**src/rtl/apb_pkg.sv**
```systemverilog
// Shared APB definitions: responder state encoding and the default bus
// geometry that the master and responder are built against.
package apb_pkg;

    typedef enum logic [1:0] {
        IDLE   = 2'd0,
        SETUP  = 2'd1,
        ACCESS = 2'd2
    } apb_resp_state_t;

    localparam int APB_ADDR_W   = 8;
    localparam int APB_DATA_W   = 8;
    localparam int APB_DEPTH    = 256;
    localparam int APB_RO_BASE  = 240;
    localparam int APB_WAIT_CYC = 2;
    localparam int APB_WAIT_W   = 4;

endpackage

```
**src/rtl/apb_regfile.sv**
```systemverilog
// Unreset DEPTH x DATA_W storage with one synchronous write port and one
// synchronous, read-enabled read port.
module apb_regfile
    import apb_pkg::*;
#(
    parameter int DEPTH  = APB_DEPTH,
    parameter int DATA_W = APB_DATA_W,
    parameter int AW     = 8
) (
    input  logic              PCLK,
    input  logic              we,
    input  logic [AW-1:0]     waddr,
    input  logic [DATA_W-1:0] wdata,
    input  logic              re,
    input  logic [AW-1:0]     raddr,
    output logic [DATA_W-1:0] rdata
);

    logic [DATA_W-1:0] mem_r [DEPTH];

    // Write port and registered read port; rdata holds between reads.
    always_ff @(posedge PCLK) begin
        if (we) begin
            mem_r[waddr] <= wdata;
        end
        if (re) begin
            rdata <= mem_r[raddr];
        end
    end

endmodule

```
**src/rtl/apb_wait_responder.sv**
```systemverilog
// APB completer with a register file, programmable wait states, PSLVERR on
// unmapped or read-only accesses, and abort on protocol violation.
module apb_wait_responder
    import apb_pkg::*;
#(
    parameter int ADDR_W   = APB_ADDR_W,
    parameter int DATA_W   = APB_DATA_W,
    parameter int DEPTH    = APB_DEPTH,
    parameter int RO_BASE  = APB_RO_BASE,
    parameter int WAIT_CYC = APB_WAIT_CYC
) (
    input  logic              PCLK,
    input  logic              PRST,
    input  logic              PSEL,
    input  logic              PEN,
    input  logic              PWR,
    input  logic [ADDR_W-1:0] PADDR,
    input  logic [DATA_W-1:0] PWDAT,
    output logic              PRDY,
    output logic [DATA_W-1:0] PRDAT,
    output logic              PSLVERR
);

    localparam int RF_AW = (DEPTH > 1) ? $clog2(DEPTH) : 1;
    localparam logic [1:0] ST_IDLE   = 2'(IDLE);
    localparam logic [1:0] ST_SETUP  = 2'(SETUP);
    localparam logic [1:0] ST_ACCESS = 2'(ACCESS);
    localparam logic [APB_WAIT_W-1:0] WAIT_INIT = APB_WAIT_W'(WAIT_CYC);

    // The registered state only ever holds IDLE or ACCESS: the setup cycle is
    // recognised from the bus itself so that PRDY can rise in the very next cycle.
    logic [1:0]            state_r, state_nxt_s, phase_s;
    logic [APB_WAIT_W-1:0] cnt_r, cnt_nxt_s;
    logic                  err_r, err_nxt_s, err_s;
    logic                  wr_r, wr_nxt_s;
    logic [RF_AW-1:0]      addr_r, addr_nxt_s;
    logic                  rd_valid_r, rd_valid_nxt_s;
    logic                  prdy_r, prdy_nxt_s;
    logic                  pslverr_r, pslverr_nxt_s;
    logic                  setup_s, re_s, we_s;
    logic [DATA_W-1:0]     rdata_s;

    assign setup_s = PSEL & ~PEN;
    assign err_s   = (32'(PADDR) >= 32'(DEPTH)) | (PWR & (32'(PADDR) >= 32'(RO_BASE)));

    // Current bus phase as seen by the responder.
    always_comb begin
        if (state_r == ST_ACCESS) begin
            phase_s = ST_ACCESS;
        end else if (setup_s) begin
            phase_s = ST_SETUP;
        end else begin
            phase_s = ST_IDLE;
        end
    end

    // Next-state, wait counter, latching and memory port control.
    always_comb begin
        state_nxt_s    = state_r;
        cnt_nxt_s      = cnt_r;
        err_nxt_s      = err_r;
        wr_nxt_s       = wr_r;
        addr_nxt_s     = addr_r;
        rd_valid_nxt_s = rd_valid_r;
        re_s           = 1'b0;
        we_s           = 1'b0;
        case (phase_s)
            ST_ACCESS: begin
                if (PSEL && PEN) begin
                    if (cnt_r != {APB_WAIT_W{1'b0}}) begin
                        cnt_nxt_s = cnt_r - {{(APB_WAIT_W-1){1'b0}}, 1'b1};
                    end else begin
                        we_s        = wr_r & ~err_r;
                        state_nxt_s = ST_IDLE;
                    end
                end else begin
                    // Master abandoned the transfer: drop it without a write.
                    state_nxt_s    = ST_IDLE;
                    cnt_nxt_s      = {APB_WAIT_W{1'b0}};
                    err_nxt_s      = 1'b0;
                    rd_valid_nxt_s = 1'b0;
                end
            end
            ST_SETUP: begin
                state_nxt_s = ST_IDLE;
            end
            ST_IDLE: begin
                state_nxt_s = ST_IDLE;
            end
            default: begin
                state_nxt_s = ST_IDLE;
            end
        endcase
        // A setup cycle (including one that aborts an access) starts a transfer.
        if (setup_s) begin
            state_nxt_s = ST_ACCESS;
            cnt_nxt_s   = WAIT_INIT;
            err_nxt_s   = err_s;
            wr_nxt_s    = PWR;
            addr_nxt_s  = PADDR[RF_AW-1:0];
            if (!PWR) begin
                re_s           = ~err_s;
                rd_valid_nxt_s = ~err_s;
            end else begin
                re_s           = 1'b0;
            end
        end else begin
            re_s = 1'b0;
        end
    end

    // Output flags are registered copies of the decode of the next state.
    always_comb begin
        prdy_nxt_s    = (state_nxt_s == ST_ACCESS) && (cnt_nxt_s == {APB_WAIT_W{1'b0}});
        pslverr_nxt_s = prdy_nxt_s & err_nxt_s;
    end

    // Responder state registers.
    always_ff @(posedge PCLK or negedge PRST) begin
        if (!PRST) begin
            state_r    <= ST_IDLE;
            cnt_r      <= {APB_WAIT_W{1'b0}};
            err_r      <= 1'b0;
            wr_r       <= 1'b0;
            addr_r     <= {RF_AW{1'b0}};
            rd_valid_r <= 1'b0;
            prdy_r     <= 1'b0;
            pslverr_r  <= 1'b0;
        end else begin
            state_r    <= state_nxt_s;
            cnt_r      <= cnt_nxt_s;
            err_r      <= err_nxt_s;
            wr_r       <= wr_nxt_s;
            addr_r     <= addr_nxt_s;
            rd_valid_r <= rd_valid_nxt_s;
            prdy_r     <= prdy_nxt_s;
            pslverr_r  <= pslverr_nxt_s;
        end
    end

    apb_regfile #(
        .DEPTH  (DEPTH),
        .DATA_W (DATA_W),
        .AW     (RF_AW)
    ) u_regfile (
        .PCLK  (PCLK),
        .we    (we_s),
        .waddr (addr_r),
        .wdata (PWDAT),
        .re    (re_s),
        .raddr (PADDR[RF_AW-1:0]),
        .rdata (rdata_s)
    );

    // The regfile read register is unreset, so it is qualified here to give a
    // zero PRDAT after reset, abort or an erroneous read.
    assign PRDY    = prdy_r;
    assign PSLVERR = pslverr_r;
    assign PRDAT   = rd_valid_r ? rdata_s : {DATA_W{1'b0}};

endmodule

```
**config.mk**
```make
export PLATFORM = sky130hd
export DESIGN_NAME = apb_wait_responder
export DESIGN_NICKNAME = d
export VERILOG_FILES = /design/src/rtl/apb_pkg.sv /design/src/rtl/apb_regfile.sv /design/src/rtl/apb_wait_responder.sv
export SDC_FILE = /design/constraint.sdc
export NUM_CORES = 2
export LEC_CHECK = 0
export ABC_AREA = 1
export CAP_MARGIN = 10
export CORE_ASPECT_RATIO = 1.1
export CORE_MARGIN = 1
export CORE_UTILIZATION = 25
export DETAILED_ROUTE_END_ITERATION = 10
export DONT_BUFFER_PORTS = 1
export GPL_TIMING_DRIVEN = 0
export PLACE_DENSITY = 0.34
export RECOVER_POWER = 50
export SYNTH_ARGS = -nofsm -noshare
export SYNTH_HDL_FRONTEND = slang
export SYNTH_HIERARCHICAL = 1
export SYNTH_SLANG_ARGS = --single-unit
```
**constraint.sdc**
```tcl
create_clock -name PCLK -period 3.3 [get_ports PCLK]
set_input_delay 0.165 -clock PCLK [delete_from_list [all_inputs] [get_ports PCLK]]
set_output_delay 0.165 -clock PCLK [all_outputs]
set_load 0.02 [all_outputs]
```
* Word-level counts from Yosys, hierarchy flattened
Memory sizes are Yosys's and may differ from the RTL's. A register that Yosys moved wholly into a read port is not among the register bits.
Index checks and enable logic that the tools add are counted.
** Cells by class
- Add/sub/neg operators :: 1
- Multiply operators :: 0
- Div/mod/pow operators :: 0
- Magnitude comparators :: 1
- Equality and inequality tests :: 3
- Shift operators :: 0
- Mux-type cells :: 25
- Bitwise gates (word level) :: 7
- Reduce and logical (&&, ||, !) cells :: 4
** Operators with widths (count)
- 2-to-1 mux 4 bit :: 4
- 2-to-1 mux 1 bit :: 15
- 2-to-1 mux 2 bit :: 5
- >= comparator 8 bit, second input constant :: 1
- 2-to-1 mux 8 bit :: 1
- == test 2 bit, second input constant :: 3
- bitwise AND 1 bit :: 4
- logical NOT 4 bit :: 1
- nonzero test 4 bit :: 1
- subtractor 4 x 1 -> 4 bit, second input constant :: 1
- inverter 1 bit :: 3
- logical AND 1 bit :: 2
** Storage, ports and cells
- Flip-flop bits (word level) :: 19
- Latch bits :: 0
- Memory bits (writable) :: 2048
- ROM bits :: 0
- Word-level logic and storage cells :: 50
- Memories :: 1
** Memory list
- u_regfile.mem_r :: words 256, width 8, read ports 1, clocked after Yosys merged registers in 1, write ports 1, line apb_regfile.sv:19 : logic [DATA_W-1:0] mem_r [DEPTH];

* Longest topological paths before layout
- Word-level depth :: 10
- Mapped depth :: 15
- Mapped depth without buffers :: 11

* Modules after synthesis
The synthesis kept the hierarchy.
** Modules (own cells, without submodules)
- apb_regfile :: instances 1, cells an instance 7003, area each 83476.3 um2, seq. area each 61739.2 um2
- apb_wait_responder :: instances 1, cells an instance 126, area each 950.9 um2, seq. area each 475.5 um2

* Worst setup path after synthesis
OpenSTA, ideal clock, no wires.
- Path kind :: register to register
- From :: register cnt_r[0]
- To :: memory u_regfile/mem_r[162][0] (netlist bit), enable pin
- Library setup time :: 0.370 ns
- Data arrival time :: 2.023 ns
- Required time :: 2.930 ns
- Setup slack :: 0.906 ns
- Stages on the path, launching flop included :: 9
- Buffers on the path :: 2
- Clock period less this slack :: 2.394 ns
- Path through :: dfrtp_1 > inv_1 > ha_1 > nand2_2 > nor2_1 > clkbuf_1 > nand3_1 > clkbuf_1 > nor2_1
** On the way
- Word-level cells in the longest chain between the ends :: 6
** Ends and longest elaborated chain
- start: declaration :: line apb_wait_responder.sv:33 : logic [APB_WAIT_W-1:0] cnt_r, cnt_nxt_s;
- start signal: assignment :: line apb_wait_responder.sv:122 : cnt_r <= {APB_WAIT_W{1'b0}};
- start signal: assignment :: line apb_wait_responder.sv:131 : cnt_r <= cnt_nxt_s;
- nonzero test 4 bit :: line apb_wait_responder.sv:70 : if (cnt_r != {APB_WAIT_W{1'b0}}) begin
- 2-to-1 mux 1 bit :: line apb_wait_responder.sv:70
- 2-to-1 mux 1 bit :: line apb_wait_responder.sv:69 : if (PSEL && PEN) begin
- 2-to-1 mux 1 bit :: line apb_wait_responder.sv:67 : case (phase_s)
- net we_s :: line apb_wait_responder.sv:40 : logic setup_s, re_s, we_s;
- 2-to-1 mux 1 bit :: line apb_regfile.sv:23 : if (we) begin
- 2-to-1 mux 1 bit (not written as such) :: line apb_regfile.sv:24 : mem_r[waddr] <= wdata;
- end: declaration :: line apb_regfile.sv:19
The timed path passes the listed nets, and every way through them passes these cells.

* Final worst setup path
- From :: register cnt_r[0]
- To :: memory u_regfile/mem_r[69][2] (netlist bit), enable pin
Same word-level chain as after synthesis.

==> results.txt <==
The run finished, with violations left. The final reports fail on capacitance limit, slew limit, setup timing. Once detail routing completed, the nets flagged for antenna violations numbered 0. In this run the power density over the cells is 595 nW/um2. The end point of the critical path is u_regfile/mem_r[69][2].

The kind of critical path is flop to flop. Once the floorplan was initialized, standard cells occupied around 25% of the core. The aggregate routed wire length came out at around 430 mm. The max-cap check violation count came out at 8. The number of nets in the finished design is around 7,600. The largest net degree at the start of global routing came out at 257. The final-layout fill cell count is between 30,000 and 40,000.

By area the synthesized netlist is led by sky130_fd_sc_hd__edfxtp_1 73%, sky130_fd_sc_hd__nand3_1 12%, sky130_fd_sc_hd__nand2_1 9.6%, sky130_fd_sc_hd__buf_2 1.6%, sky130_fd_sc_hd__nor2_1 1.3%. The placed wire-length estimate is between 200 and 300 mm. After synthesis, flip-flops and latches occupy between 70% and 80% of the total area. The library cells used most frequently in the layout, excluding fill and tap cells, are 2,166 x sky130_fd_sc_hd__nand2_1, 2,056 x sky130_fd_sc_hd__edfxtp_1, 2,028 x sky130_fd_sc_hd__nand3_1. The number of different library cells in the post-synthesis netlist came out at 24. The area after detailed placement came out at 91,600 um2. The clock-pin slew on the worst setup and hold paths came out at ~0.05 ns. For this block, the initial DRC count from the detailed router was approximately 7,000.

The final core utilization came out at 30.3%. The data arrival time of the critical path came out at about 4.0 ns. The DRC violation count after routing is 0. The root buffer cell chosen for the clock tree is sky130_fd_sc_hd__clkbuf_16. The critical path goes through inv_1, ha_1, nand2_2, nor2_4, clkbuf_2, nand2_1, clkbuf_8, nor2_1, buf_6.

The worst setup path is captured at a flop. The fraction of final layout cells with drive strength greater than 1 is a little over an eighth. The routed wire length per instance came out at 35.4 um.

The area added between synthesis and finish is 20.3%. The number of cell rows is about 220. Summing every instance area after synthesis gives between 80,000 and 90,000 um2. The clock net in this run drives a total of between 2,000 and 2,500 sinks. Of all nets on the critical path, the largest fanout is 10.

The number of buffers between clock root and the deepest sink is 4. The slew of the pin with the lowest slew margin is around 4.2 ns. The total of flip-flops plus latches after synthesis came out at between 2,000 and 2,500. The via count of the first global-routing pass is between 50,000 and 60,000. The worst register-to-register path begins at cnt_r[0]. On the critical path, the stage with the largest delay is an instance of sky130_fd_sc_hd__nand2_1.

The clock reaches the later pin of the worst-skew pair after approximately 0.96 ns. The number of instances in the placed design is between 10,000 and 15,000. The finished layout holds approximately 12,000 standard cells, fillers aside. The routability congestion estimate from global placement came out at approximately 0.94. The net count of the mapped netlist came out at just over 7,000.

In this run the critical register-to-register path is captured at u_regfile/mem_r[69][2]. The aggregate global routing overflow came out at 0. The number of endpoints with negative hold slack in the final report came out at 0. The flop-to-flop setup slack came out at -0.11 ns.

After synthesis, the largest area contributor takes up roughly 73% of total cell area. The total I/O pin count came out at 31. TritonCTS built the clock tree. The mean instance size in the synthesized netlist is around 12 um2. The worst-case headroom to the max-slew limit came out at -178%. The path depth of the worst reg2reg path is 9. In this run the number of H-tree levels came out at 4.

The post-route cell area is approximately 100,000 um2. Clock skew on the completed layout was measured at between 0.07 and 0.08 ns. Global routing used about a quarter of the available tracks across all layers. Setup violations remaining at the end of the flow were counted as 67. The part of the cycle the worst path needs is 103%. The first TritonRoute pass finished after 6 iterations.

Dividing the detail-routed via count by the number of cells gives approximately 5.0. Tracing the worst setup path back leads to its startpoint at cnt_r[0]. The leakage component of the power came out at about 35 nW.

The die covers between 300,000 and 400,000 um2. The largest single stage delay on the critical path is about 0.47 ns. STA classifies the critical path startpoint as a flop. The achievable clock frequency came out at 0.293 GHz. The time the final worst path needs with I/O delays and setup is approximately 3.4 ns. The post-layout worst setup margin is -0.111 ns. Across all layers, the routed design uses roughly 62,000 vias. The CTS buffer count came out at roughly 240.

The total of warnings raised by yosys is 6. The chip height came out at around 600 um. Setup repair after global routing could not meet its margin everywhere. IR analysis of the VDD net gives a maximum drop of between 0.0004 and 0.0005 V. The area of the core came out at 336,000 um2.

The number of instances in the synthesized netlist is about 7,000. The library cell used most frequently in the layout, excluding fill and tap cells, is sky130_fd_sc_hd__nand2_1. Of all cell types, the one taking the most synthesized area is sky130_fd_sc_hd__edfxtp_1. At the worst endpoint, the required time is 3.93 ns. The kind of path behind the tightest hold check is input port to flop. In this run the horizontal extent of the chip is between 500 and 600 um. The wire length of the first global-routing pass is approximately 570 mm. The count of buffers added on input and output ports is 0.

The startpoint identified for the worst hold timing path is PWR. The number of slew-limit violations in the final report was around 1,000. The number of antenna violations at the first check in global routing is 32.
-- worst min-delay path by stage --
stage	to	slack, ns	cells past startpoint
3_3_place_gp	rd_valid_r	-0.13	0
3_5_place_dp	PRDY	-0.13	0
4_1_cts	u_regfile/mem_r[172][2]	-0.42	0
5_1_grt	err_r	0.13	4
6_report	err_r	0.14	4
2_1_floorplan	PRDY	-0.13	0
-- worst max-delay path: cells and delay by family, from the launching register on --
| family | cells | cell delay, ns |
|---|---|---|
| adder cells (fa/ha/maj) | 1 | 0.26 |
| buffers and inverters | 4 | 1.10 |
| flip-flops | 1 | 0.37 |
| AND/OR/NAND/NOR | 4 | 1.32 |
-- where the power goes --
group,internal [mW],leakage [nW],total [mW],switching (mW)
clock,15.1,3.65,26.4,11.4
sequential,29.0,18.7,29.1,0.0307
combinational,0.923,12.4,4.92,4.00
-- area by class of cell --
| class | count | area, um2 | area share, % |
|---|---|---|---|
| Antenna cell | 23 | 57.6 | 0.0567 |
| Buffer | 485 | 2600 | 2.56 |
| Clock buffer | 314 | 6370 | 6.27 |
| Clock inverter | 116 | 1170 | 1.15 |
| Inverter | 61 | 231 | 0.228 |
| Multi-Input combinational cell | 4508 | 20600 | 20.3 |
| Sequential cell | 2075 | 62200 | 61.2 |
| Tap cell | 4500 | 5630 | 5.54 |
| Timing Repair Buffer | 196 | 2690 | 2.65 |
-- Yosys cell counts, drive strengths merged --
master,n
a21oi,2
buf,372
clkbuf,113
conb,1
dfrtp,19
edfxtp,2056
ha,1
inv,61
nand2,2174
nand3,2030
nand4,1
nor2,296
o21ai,2
or2,1
-- metrics by stage --
stage	setup TNS [ns]	hold slack (ns)	setup WS [ns]	power, mW
global placement	-2340.05	-0.129	-1.94	33.7
global route	-4.44	0.133	-0.0857	61.9
finish	-2.60	0.145	-0.111	60.4
detailed placement	-1469.60	-0.129	-1.52	33.7
floorplan	0	-0.131	0.906	31.4
CTS	-4.02	-0.418	-0.0944	60.8
-- registers in the layout, summed over array words and instances (netlist names) --
signal,count
u_regfile/mem_r,2048
PRDY,1
u_regfile/rdata,8
wr_r,1
rd_valid_r,1
err_r,1
cnt_r,4
addr_r,8
state_r,2
PSLVERR,1
-- layer usage --
metal	part of all wire (%)	GRT usage [%]
met1	41	32.2
met5	0.016	0
met4	4.7	10.1
met3	6.9	4.61
met2	47	41.3
-- cells by family after synthesis --
logic type               after synthesis  share of synthesized area (%)
AND/OR/NAND/NOR                     4502                           23.1
flip-flops                          2075                           73.7
buffers and inverters                546                           3.19
AO/OA/AOI/OAI                          4                         0.0237
adder cells (fa/ha/maj)                1                         0.0148
other                                  1                        0.00444
-- repair_timing --
action	in CTS	in global routing
endpoints found under the hold margin	2101	357
hold buffers	47	2
cloned	0	0
buffers inserted	43	1
endpoints found under the setup margin	1942	246
pin swaps	27	1
resized for setup	279	30
Note: power is estimated with default switching activity, not from simulation.
